`config.mk`:
```
export PLATFORM = sky130hd
export DESIGN_NAME = keypad_code_lock
export DESIGN_NICKNAME = d
export VERILOG_FILES = /design/src/rtl/keypad_pkg.sv /design/src/rtl/lock_timer.sv /design/src/rtl/keypad_code_lock.sv
export SDC_FILE = /design/constraint.sdc
export NUM_CORES = 1
export LEC_CHECK = 0
export ABC_AREA = 0
export CAP_MARGIN = 20
export CORE_MARGIN = 2
export CORE_UTILIZATION = 65
export DETAILED_ROUTE_END_ITERATION = 10
export DONT_BUFFER_PORTS = 1
export PLACE_DENSITY = 0.81
export SKIP_CTS_REPAIR_TIMING = 1
export SYNTH_ARGS = -nofsm -noshare
export SYNTH_HDL_FRONTEND = slang
export SYNTH_SLANG_ARGS = --single-unit
```
`constraint.sdc`:
```
create_clock -name Clock -period 3.8 [get_ports Clock]
set_input_delay 0.76 -clock Clock [delete_from_list [all_inputs] [get_ports Clock]]
set_output_delay 0.76 -clock Clock [all_outputs]
set_load 0.05 [all_outputs]
```
`src/rtl/keypad_pkg.sv`:
```
// Shared types and constants for the keypad code lock.
package keypad_pkg;

   localparam int unsigned KEY_W = 4;

   localparam logic [KEY_W-1:0] KEY_ENTER_DEF = 4'hE;
   localparam logic [KEY_W-1:0] KEY_CLEAR_DEF = 4'hC;

   typedef enum logic [2:0] {
      ST_IDLE    = 3'd0,
      ST_ACK     = 3'd1,
      ST_RELEASE = 3'd2,
      ST_CHECK   = 3'd3,
      ST_OPEN    = 3'd4,
      ST_LOCKOUT = 3'd5
   } lock_state_e;

endpackage

```
`src/rtl/lock_timer.sv`:
```
// Loadable down counter that stops at zero; shared by the open window and the lockout.
module lock_timer #(
   parameter int unsigned CNT_W = 24
) (
   input  logic             i_clk,
   input  logic             i_rst_n,
   input  logic             i_load,
   input  logic [CNT_W-1:0] i_load_val,
   output logic             o_zero_c
);

   logic [CNT_W-1:0] r_cnt;

   // Load on request, otherwise count down and hold at terminal count
   always_ff @(posedge i_clk or negedge i_rst_n) begin
      if (!i_rst_n) begin
         r_cnt <= '0;
      end else if (i_load) begin
         r_cnt <= i_load_val;
      end else if (r_cnt != '0) begin
         r_cnt <= r_cnt - CNT_W'(1);
      end
   end

   assign o_zero_c = (r_cnt == '0);

endmodule

```
`src/rtl/keypad_code_lock.sv`:
```
// Keypad code lock: drains keys over KeyReady/KeyRead, checks the entry against
// the stored code, opens a timed window or enforces an alarm lockout.
// Optional feature macro: KEYPAD_CODE_LOCK_PROGRAM_EN (re-program the code while open).
module keypad_code_lock
   import keypad_pkg::*;
#(
   parameter int unsigned            CODE_LEN       = 4,
   parameter logic [CODE_LEN*4-1:0]  CODE_INIT      = 16'h1234,
   parameter logic [KEY_W-1:0]       KEY_ENTER      = KEY_ENTER_DEF,
   parameter logic [KEY_W-1:0]       KEY_CLEAR      = KEY_CLEAR_DEF,
   parameter int unsigned            MAX_FAIL       = 3,
   parameter int unsigned            UNLOCK_CYCLES  = 5000000,
   parameter int unsigned            LOCKOUT_CYCLES = 10000000
) (
   input  logic             Clock,
   input  logic             ResetButton,
   input  logic             KeyReady,
   input  logic [KEY_W-1:0] DataIn,
   output logic             KeyRead,
   output logic             Unlocked,
   output logic             Alarm,
   output logic [3:0]       EntryCount,
   output logic [3:0]       FailCount
);

   localparam int unsigned CODE_W  = CODE_LEN * KEY_W;
   localparam int unsigned TMR_MAX = (UNLOCK_CYCLES > LOCKOUT_CYCLES) ? UNLOCK_CYCLES : LOCKOUT_CYCLES;
   localparam int unsigned TMR_W   = $clog2(TMR_MAX + 1);

   lock_state_e       r_state, w_state_nxt;
   logic [KEY_W-1:0]  r_key;
   logic [CODE_W-1:0] r_buf, w_buf_nxt;
   logic [3:0]        r_entry_cnt, w_entry_cnt_nxt;
   logic [3:0]        r_fail_cnt, w_fail_cnt_nxt;
   logic              r_overflow, w_overflow_nxt;
   logic              r_unlocked, w_unlocked_nxt;
   logic              r_alarm, w_alarm_nxt;
   logic              r_key_read;
   logic              w_tmr_load;
   logic [TMR_W-1:0]  w_tmr_val;
   logic              w_tmr_zero_c;
   logic [CODE_W-1:0] w_code;
   logic              w_prog;
   logic              w_is_digit, w_full, w_match, w_expire;

`ifdef KEYPAD_CODE_LOCK_PROGRAM_EN
   localparam bit PROG_EN = 1'b1;
   logic [CODE_W-1:0] r_code;

   // Stored code, rewritten by a full-length ENTER while the lock is open
   always_ff @(posedge Clock or negedge ResetButton) begin
      if (!ResetButton) begin
         r_code <= CODE_INIT;
      end else if (w_prog) begin
         r_code <= r_buf;
      end
   end

   assign w_code = r_code;
`else
   localparam bit PROG_EN = 1'b0;
   assign w_code = CODE_INIT;
`endif

   assign w_is_digit = (r_key != KEY_ENTER) && (r_key != KEY_CLEAR);
   assign w_full     = (r_entry_cnt == 4'(CODE_LEN));
   assign w_match    = w_full && !r_overflow && (r_buf == w_code);
   assign w_expire   = w_tmr_zero_c && (r_unlocked || r_alarm);
   assign w_prog     = PROG_EN && (r_state == ST_ACK) && r_unlocked && !r_alarm &&
                       (r_key == KEY_ENTER) && w_full && !r_overflow;

   lock_timer #(
      .CNT_W (TMR_W)
   ) u_timer (
      .i_clk      (Clock),
      .i_rst_n    (ResetButton),
      .i_load     (w_tmr_load),
      .i_load_val (w_tmr_val),
      .o_zero_c   (w_tmr_zero_c)
   );

   // State register
   always_ff @(posedge Clock or negedge ResetButton) begin
      if (!ResetButton) begin
         r_state <= ST_IDLE;
      end else begin
         r_state <= w_state_nxt;
      end
   end

   // Next state; the resting state follows the open/alarm mode flags
   always_comb begin
      lock_state_e v_home;
      w_state_nxt = r_state;
      v_home      = w_alarm_nxt ? ST_LOCKOUT : (w_unlocked_nxt ? ST_OPEN : ST_IDLE);
      case (r_state)
         ST_IDLE, ST_OPEN, ST_LOCKOUT: w_state_nxt = KeyReady ? ST_ACK : v_home;
         ST_ACK:     w_state_nxt = (!r_alarm && !r_unlocked && (r_key == KEY_ENTER)) ? ST_CHECK : ST_RELEASE;
         ST_CHECK:   w_state_nxt = ST_RELEASE;
         ST_RELEASE: w_state_nxt = KeyReady ? ST_RELEASE : v_home;
         default:    w_state_nxt = ST_IDLE;
      endcase
   end

   // Output and datapath next values: key processing, code check, timer control
   always_comb begin
      w_buf_nxt       = r_buf;
      w_entry_cnt_nxt = r_entry_cnt;
      w_overflow_nxt  = r_overflow;
      w_fail_cnt_nxt  = r_fail_cnt;
      w_unlocked_nxt  = r_unlocked;
      w_alarm_nxt     = r_alarm;
      w_tmr_load      = 1'b0;
      w_tmr_val       = TMR_W'(UNLOCK_CYCLES - 1);

      if (w_expire) begin
         w_unlocked_nxt = 1'b0;
         if (r_alarm) begin
            w_alarm_nxt    = 1'b0;
            w_fail_cnt_nxt = 4'd0;
         end
      end

      case (r_state)
         ST_ACK: begin
            if (r_alarm) begin
               w_entry_cnt_nxt = r_entry_cnt;
            end else if (r_unlocked) begin
               if (r_key == KEY_CLEAR) begin
                  w_unlocked_nxt  = 1'b0;
                  w_entry_cnt_nxt = 4'd0;
                  w_overflow_nxt  = 1'b0;
               end else if (w_prog) begin
                  w_unlocked_nxt  = 1'b1;
                  w_tmr_load      = 1'b1;
                  w_entry_cnt_nxt = 4'd0;
                  w_overflow_nxt  = 1'b0;
               end else if (r_key == KEY_ENTER) begin
                  w_entry_cnt_nxt = 4'd0;
                  w_overflow_nxt  = 1'b0;
               end else if (PROG_EN) begin
                  if (w_full) begin
                     w_overflow_nxt = 1'b1;
                  end else begin
                     w_buf_nxt       = (r_buf << KEY_W) | CODE_W'(r_key);
                     w_entry_cnt_nxt = r_entry_cnt + 4'd1;
                  end
               end
            end else if (r_key == KEY_CLEAR) begin
               w_entry_cnt_nxt = 4'd0;
               w_overflow_nxt  = 1'b0;
            end else if (w_is_digit) begin
               if (w_full) begin
                  w_overflow_nxt = 1'b1;
               end else begin
                  w_buf_nxt       = (r_buf << KEY_W) | CODE_W'(r_key);
                  w_entry_cnt_nxt = r_entry_cnt + 4'd1;
               end
            end
         end
         ST_CHECK: begin
            w_entry_cnt_nxt = 4'd0;
            w_overflow_nxt  = 1'b0;
            if (w_match) begin
               w_unlocked_nxt = 1'b1;
               w_fail_cnt_nxt = 4'd0;
               w_tmr_load     = 1'b1;
            end else begin
               w_fail_cnt_nxt = r_fail_cnt + 4'd1;
               if (w_fail_cnt_nxt >= 4'(MAX_FAIL)) begin
                  w_alarm_nxt = 1'b1;
                  w_tmr_load  = 1'b1;
                  w_tmr_val   = TMR_W'(LOCKOUT_CYCLES - 1);
               end
            end
         end
         default: begin
            w_buf_nxt = r_buf;
         end
      endcase
   end

   // Datapath and output registers; a key is captured on the edge that enters ACK
   always_ff @(posedge Clock or negedge ResetButton) begin
      if (!ResetButton) begin
         r_key       <= '0;
         r_key_read  <= 1'b0;
         r_buf       <= '0;
         r_entry_cnt <= 4'd0;
         r_fail_cnt  <= 4'd0;
         r_overflow  <= 1'b0;
         r_unlocked  <= 1'b0;
         r_alarm     <= 1'b0;
      end else begin
         if (w_state_nxt == ST_ACK) begin
            r_key <= DataIn;
         end
         r_key_read  <= (w_state_nxt == ST_ACK);
         r_buf       <= w_buf_nxt;
         r_entry_cnt <= w_entry_cnt_nxt;
         r_fail_cnt  <= w_fail_cnt_nxt;
         r_overflow  <= w_overflow_nxt;
         r_unlocked  <= w_unlocked_nxt;
         r_alarm     <= w_alarm_nxt;
      end
   end

   assign KeyRead    = r_key_read;
   assign Unlocked   = r_unlocked;
   assign Alarm      = r_alarm;
   assign EntryCount = r_entry_cnt;
   assign FailCount  = r_fail_cnt;

endmodule
```
==> results of run 1 <==
-- power breakdown --
group | internal, mW | leakage (nW) | switching (mW)
clock | 0.334 | 0.0995 | 0.232
sequential | 0.908 | 0.723 | 0.424
combinational | 0.412 | 0.555 | 0.452
total | 1.65 | 1.38 | 1.11
-- worst reg2reg max path, delay by kind of cell (launching register included) --
| kind | cells | cell delay (ps) |
|---|---|---|
| AND/OR/NAND/NOR | 4 | 1570 |
| adder cells (fa/ha/maj) | 1 | 220 |
| buffers and inverters | 1 | 130 |
| flip-flops | 1 | 690 |
| AO/OA/AOI/OAI | 1 | 80 |
-- cell families (layout without fill, tap and decap cells) --
group                      after synthesis  count (layout)  synth area share
AOI/OAI and AO/OA                       67              67             0.139
DFF                                     59              59             0.488
adders and majority gates                5               5            0.0207
muxes                                   22              22            0.0807
and+or+nand+nor                        111             111             0.211
buffers and inverters                   22              28            0.0290
xor gates and xnor gates                11              11            0.0319
-- cell type report --
class	count	share of cell area
Sequential cell	59	0.455
Multi-Input combinational cell	216	0.449
Clock buffer	13	0.0489
Tap cell	52	0.0200
Inverter	12	0.0139
Clock inverter	2	0.0108
Timing Repair Buffer	1	0.00231
-- state kept, by name (all words and copies together), names as in the netlist --
signal and flops:
r_buf 16, r_state 3, KeyRead 1, EntryCount 4
Unlocked 1, r_overflow 1, Alarm 1, u_timer.r_cnt 24
FailCount 4, r_key 4
-- stage by stage --
stage / setup slack (ps) / hold WS [ps]
after floorplan: 1300 / 451
after global placement: 1030 / 465
after detailed placement: 992 / 466
after CTS: 956 / 99.0
after global routing: 669 / 88.0
final: 932 / 105
-- path summary, 6_finish.rpt --
| check | start | end | slack [ps] | depth (start not counted) |
|---|---|---|---|---|
| min in group Clock | r_state[2]$_DFF_PN0_ | r_state[1]$_DFF_PN0_ | 480 | 1 |
| hold / removal | ResetButton | EntryCount[2]$_DFFE_PN0P_ | 100 | 0 |
| hold reg to reg | r_state[2]$_DFF_PN0_ | r_state[1]$_DFF_PN0_ | 480 | 1 |
| setup / recovery | EntryCount[0]$_DFFE_PN0P_ | u_timer.r_cnt[15]$_DFFE_PN0P_ | 930 | 7 |
| max in group asynchronous | ResetButton | u_timer.r_cnt[10]$_DFFE_PN0P_ | 3560 | 0 |
| setup reg to reg | EntryCount[0]$_DFFE_PN0P_ | u_timer.r_cnt[15]$_DFFE_PN0P_ | 930 | 7 |
-- per-layer routing --
layer | vias to the layer above | GRT usage | share of wire | wire, µm
met4 | 0 | 0.0985 | 0.015 | 95
met1 | 1115 | 0.387 | 0.47 | 2950
li1 | 1089 | - | - | -
met3 | 10 | 0.0750 | 0.058 | 364
met2 | 76 | 0.405 | 0.45 | 2830
met5 | - | 0 | 0 | 0
-- synth_stat cells, types with 2 or more instances --
cell type	count
buf_2	4
clkbuf_1	6
or3_1	6
nor3_1	10
and3b_1	3
nor3b_1	2
a31oi_1	5
nor2_1	19
nand2b_1	2
nor4_1	7
o31ai_1	3
nand3b_1	4
a211oi_1	2
and4_1	2
xor2_1	9
nor2b_1	2
a21oi_1	18
and3_1	4
o21a_1	2
or4_1	5
o21ai_1	4
mux2i_1	3
o211ai_1	4
inv_1	12
nand3_1	8
ha_1	5
dfrtp_1	59
nand2_1	24
xnor2_1	2
nor4bb_1	2
mux2_2	19
or2_2	2
o31a_1	3
o21ai_0	15
-- placed cells by master, fill, tap and decap left out, types with 3 or more instances in the layout --
cell      instances
clkbuf_8         11
a31oi_1           5
o211ai_1          4
nor4_1            7
nand3_1           8
a21oi_1          18
nand3b_1          4
mux2i_1           3
and3b_1           3
xor2_1            9
inv_1            12
nand2_1          24
or3_1             6
dfrtp_1          59
nor3_1           10
nor2_1           19
or4_1             5
ha_1              5
mux2_2           19
o31a_1            3
and3_1            4
o21ai_0          15
o21ai_1           4
o31ai_1           3
==> results_dict.tcl, run 1 <==
set metrics [dict create \
    hold_viol 0 \
    cap_violations 0 \
    drc 0 \
    timing.slew.headroom 0.373 \
    cts.sinks 59 \
    worstSetupPathType "register to register" \
    grt_overflow_total 0 \
    initial_utilization 0.685 \
    fin_cells 355 \
    power-per-cell-area_mw_per_mm2 851 \
    first_global_vias 2229 \
    synth.yosys.seq_area_share 0.488 \
    max_freq_mhz 349 \
    async_flop_share 1.00 \
    vias_per_cell 6.45 \
    syn_area_mm2 0.00302 \
    slowest_delay_ps 790 \
    seqCellArea_mm2 0.00148 \
    clock_skew_ps 13.3 \
    nFillCells 314 \
    place_inst 340 \
    cp_slowest_cell "nor4_1" \
    leakage_nw 1.38 \
    fin_area_mm2 0.00325 \
    wire_per_inst_um 17.6 \
    cts_made_buffers 9 \
    ir_drop_mv 0.496 \
    hpwl_um 4240 \
    synth_area_leader_cell "dfrtp_1" \
    cts_max_level 3 \
    core_mm2 0.00441 \
    ys_seq_elements 59 \
    antenna_cells 0 \
    clk_latency_ps 340 \
    die_y_um 72.2 \
    holdCritPathClass "input port to async pin" \
    status "complete, no violations" \
    first_pass_iters 5 \
    path_max_fanout 6 \
    power_mw 2.76 \
    cts_root_buffer "clkbuf_8" \
    syn-instance-count 297 \
    path_clk_slew_ps 70 \
    synth_area_leaders "dfrtp_1 (49%), mux2_2 (7.1%), a21oi_1 (3.0%), nand2_1 (3.0%), xor2_1 (2.6%)" \
    drive_above_1_share 0.142 \
    required_ps 3970 \
    worstMarginPinSlew_ps 932 \
    multi_input_area_mm2 0.00146 \
    fp.dieArea_mm2 0.00521 \
    place_area_mm2 0.00305 \
    finalNetCount 311 \
    final_util 0.736 \
    rows 24 \
    setup_violations 0 \
    port_buffers 0 \
    via_count 2290 \
    crit_family "simple AND/OR/NAND/NOR gates" \
    tns_ps 0 \
    min_period_over_period 0.755 \
    syn_nets 309 \
    netlist.area_leader.share 0.488 \
    avgSynthCellArea_um2 10.2 \
    ant_nets 0 \
    grt_max_degree 60 \
    finalWirelength_um 6240 \
    die_x_um 72.2 \
    critPathBufInv 1 \
    grt.total_usage 0.272 \
    period_needed_ps 2870 \
    arrival_ps 3040 \
    slew_viol_final 0 \
    end_kind "register" \
    ios 18 \
    antenna_found_initial 0 \
    place.gp.congestion 0.854 \
    cts_buffer_depth 2 \
    path_cells "inv_1, ha_1, and3b_1, and4_1, and3_1, nor4_1, a21oi_1" \
    start_kind "register" \
    yosys_warnings 0 \
    grt_pass1_wl_um 10700 \
    area_growth_pct 7.41 \
    yosysUniqueCellTypes 54 \
    cts_tree "yes" \
    ys.flop_type "dfrtp_1" \
    rsz0062_at_grt "false" \
    drtIter0Drc 211 \
    synth_edf_count 0 \
]
(Power assumes the default switching activity.)
==> run 2: changes to the inputs <==
--- a/config.mk
+++ b/config.mk
@@ -8,10 +8,10 @@
 export ABC_AREA = 0
 export CAP_MARGIN = 20
 export CORE_MARGIN = 2
-export CORE_UTILIZATION = 65
+export CORE_UTILIZATION = 63
 export DETAILED_ROUTE_END_ITERATION = 10
 export DONT_BUFFER_PORTS = 1
-export PLACE_DENSITY = 0.81
+export PLACE_DENSITY = 0.79
 export SKIP_CTS_REPAIR_TIMING = 1
 export SYNTH_ARGS = -nofsm -noshare
 export SYNTH_HDL_FRONTEND = slang
==> constraint.sdc (replaced) <==
create_clock -name Clock -period 2.8 [get_ports Clock]
set_input_delay 0.56 -clock Clock [delete_from_list [all_inputs] [get_ports Clock]]
set_output_delay 0.56 -clock Clock [all_outputs]
set_load 0.05 [all_outputs]
==> results_dict.tcl, run 2 (same netlist as run 1, synthesis figures left out) <==
set metrics [dict create \
    antenna_found_initial 0 \
    min_period_over_period 0.956 \
    cp-startpoint "u_timer.r_cnt[0]$_DFFE_PN0P_" \
    critPathBufInv 1 \
    grt_pass1_wl_um 10800 \
    ir_drop_mv 0.688 \
    path_clk_slew_ps 70 \
    cp_slowest_cell "or4b_2" \
    largest_reg_flops 24 \
    wire_per_inst_um 17.1 \
    reg2reg_slack_ps 120 \
    slew_viol_final 0 \
    start_kind "register" \
    core_mm2 0.00466 \
    grt_overflow_total 0 \
    comb_power_share 0.348 \
    place.gp.congestion 0.900 \
    timing.slew.headroom 0.588 \
    die_x_um 73.3 \
    worstMarginPinSlew_ps 618 \
    final_cell_mix "dfrtp_1 (59), nand2_1 (24), nor2_1 (19), mux2_2 (19), buf_4 (19)" \
    cts_tree "yes" \
    p_clk_frac 0.247 \
    seq_power_share 0.406 \
    final_util 0.746 \
    drive_above_1_share 0.201 \
    cts_max_level 3 \
    worst_slack_ps 124 \
    leakage_nw 1.52 \
    via_count 2365 \
    top_register "u_timer.r_cnt" \
    antenna_cells 0 \
    multi_input_area_mm2 0.00146 \
    clk_latency_ps 340 \
    period_needed_ps 2680 \
    first_global_vias 2354 \
    max_freq_mhz 374 \
    slowest_delay_ps 650 \
    path_cells "inv_1, ha_1, or4b_2, or4_4, or2_1, a22oi_1, o21ai_0" \
    clock_skew_ps 9.09 \
    grt_max_degree 60 \
    port_buffers 0 \
    fp.dieArea_mm2 0.00537 \
    vias_per_cell 6.27 \
    crit_family "simple AND/OR/NAND/NOR gates" \
    r2r-start "u_timer.r_cnt[0]$_DFFE_PN0P_" \
    p_int_mw 2.52 \
    ios 18 \
    timing.rr.end "r_state[0]$_DFF_PN0_" \
    preCtsSetupSlack_ps 96.0 \
    power-per-cell-area_mw_per_mm2 1160 \
    reg2reg_depth 7 \
    top_regs "u_timer.r_cnt (24), r_buf (16)" \
    hpwl_um 4330 \
    seqCellArea_mm2 0.00148 \
    cp.depth 7 \
    rsz0062_at_grt "false" \
    critPathCapture "r_state[0]$_DFF_PN0_" \
    cap_violations 0 \
    finalWirelength_um 6450 \
    first_pass_iters 4 \
    holdCritPathClass "input port to async pin" \
    initial_utilization 0.649 \
    nFillCells 315 \
    power.switching_mw 1.52 \
    required_ps 3020 \
    die_y_um 73.3 \
    path_max_fanout 13 \
    grt.total_usage 0.270 \
    drc 0 \
    cts_root_buffer "clkbuf_8" \
    worst_hold_slack_ps 88.1 \
    cts.sinks 59 \
    arrival_ps 2900 \
    swShare 0.376 \
    worstSetupPathType "register to register" \
    end_kind "register" \
    status "complete, no violations" \
    ant_nets 0 \
    setup_violations 0 \
    finalNetCount 330 \
    hold_viol 0 \
    cts_buffer_depth 2 \
    drtIter0Drc 178 \
    final_common_cell "dfrtp_1" \
    area_growth_pct 15.1 \
    rows 25 \
    tns_ps 0 \
    cts_made_buffers 9 \
]
## run 2: changes by cell type in the layout (fill, tap and decap cells not counted)
cell and delta:
buf_4 +18, bufinv_16 +2, clkbuf_1 -2, buf_16 +1, clkbuf_8 +1, or2_0 -1
or2_1 +1
## run 2: layout make-up
cell class | instances | area share
clock inverters | 4 | 0.0273
flip-flops and latches | 59 | 0.424
clock buffers | 12 | 0.0475
inverters | 12 | 0.0129
well taps | 54 | 0.0194
repair buffers | 20 | 0.0489
multi-input cells | 216 | 0.419
## run 2: power groups by stage
stage	Clock, mW	Combinational [mW]	Sequential (mW)
2_1_floorplan	0	0.963	1.70
3_3_place_gp	0	1.34	1.63
3_5_place_dp	0	1.38	1.64
4_1_cts	1.01	1.39	1.63
5_1_grt	1.04	1.57	1.69
6_report	0.996	1.40	1.64
## run 2: worst min-delay path by stage
stage | to | slack [ps] | from | cells past startpoint
6_report | u_timer.r_cnt[22]$_DFFE_PN0P_ | 90 | ResetButton | 1
5_1_grt | u_timer.r_cnt[21]$_DFFE_PN0P_ | 100 | ResetButton | 1
4_1_cts | u_timer.r_cnt[12]$_DFFE_PN0P_ | -100 | ResetButton | 0
3_5_place_dp | u_timer.r_cnt[16]$_DFFE_PN0P_ | 270 | ResetButton | 0
3_3_place_gp | u_timer.r_cnt[16]$_DFFE_PN0P_ | 270 | ResetButton | 0
2_1_floorplan | Alarm$_DFF_PN0_ | 260 | ResetButton | 0
## run 2: per-layer routing
metal / wire [µm] / GRT usage / vias up
met2: 3160 / 0.434 / 58
li1: - / - / 1124
met1: 2800 / 0.334 / 1165
met3: 294 / 0.0645 / 18
met4: 194 / 0.152 / 0
met5: 0 / 0 / -
## run 2: per-stage QoR
stage / instances / instance area (µm²) / total power [mW]
final: 377 / 3480 / 4.04
after global routing: 377 / 3480 / 4.30
after CTS: 376 / 3450 / 4.03
after detailed placement: 360 / 3190 / 3.02
after global placement: 360 / 3190 / 2.96
after floorplan: 297 / 3020 / 2.66
==> run 3: changes to the inputs <==
--- a/config.mk
+++ b/config.mk
@@ -9,6 +9,7 @@
 export CAP_MARGIN = 20
 export CORE_MARGIN = 2
 export CORE_UTILIZATION = 63
+export CTS_CLUSTER_SIZE = 14
 export DETAILED_ROUTE_END_ITERATION = 10
 export DONT_BUFFER_PORTS = 1
 export PLACE_DENSITY = 0.79
==> results of run 3 <==
Same layout as run 2: the final DEF is identical, and so are final timing and power.
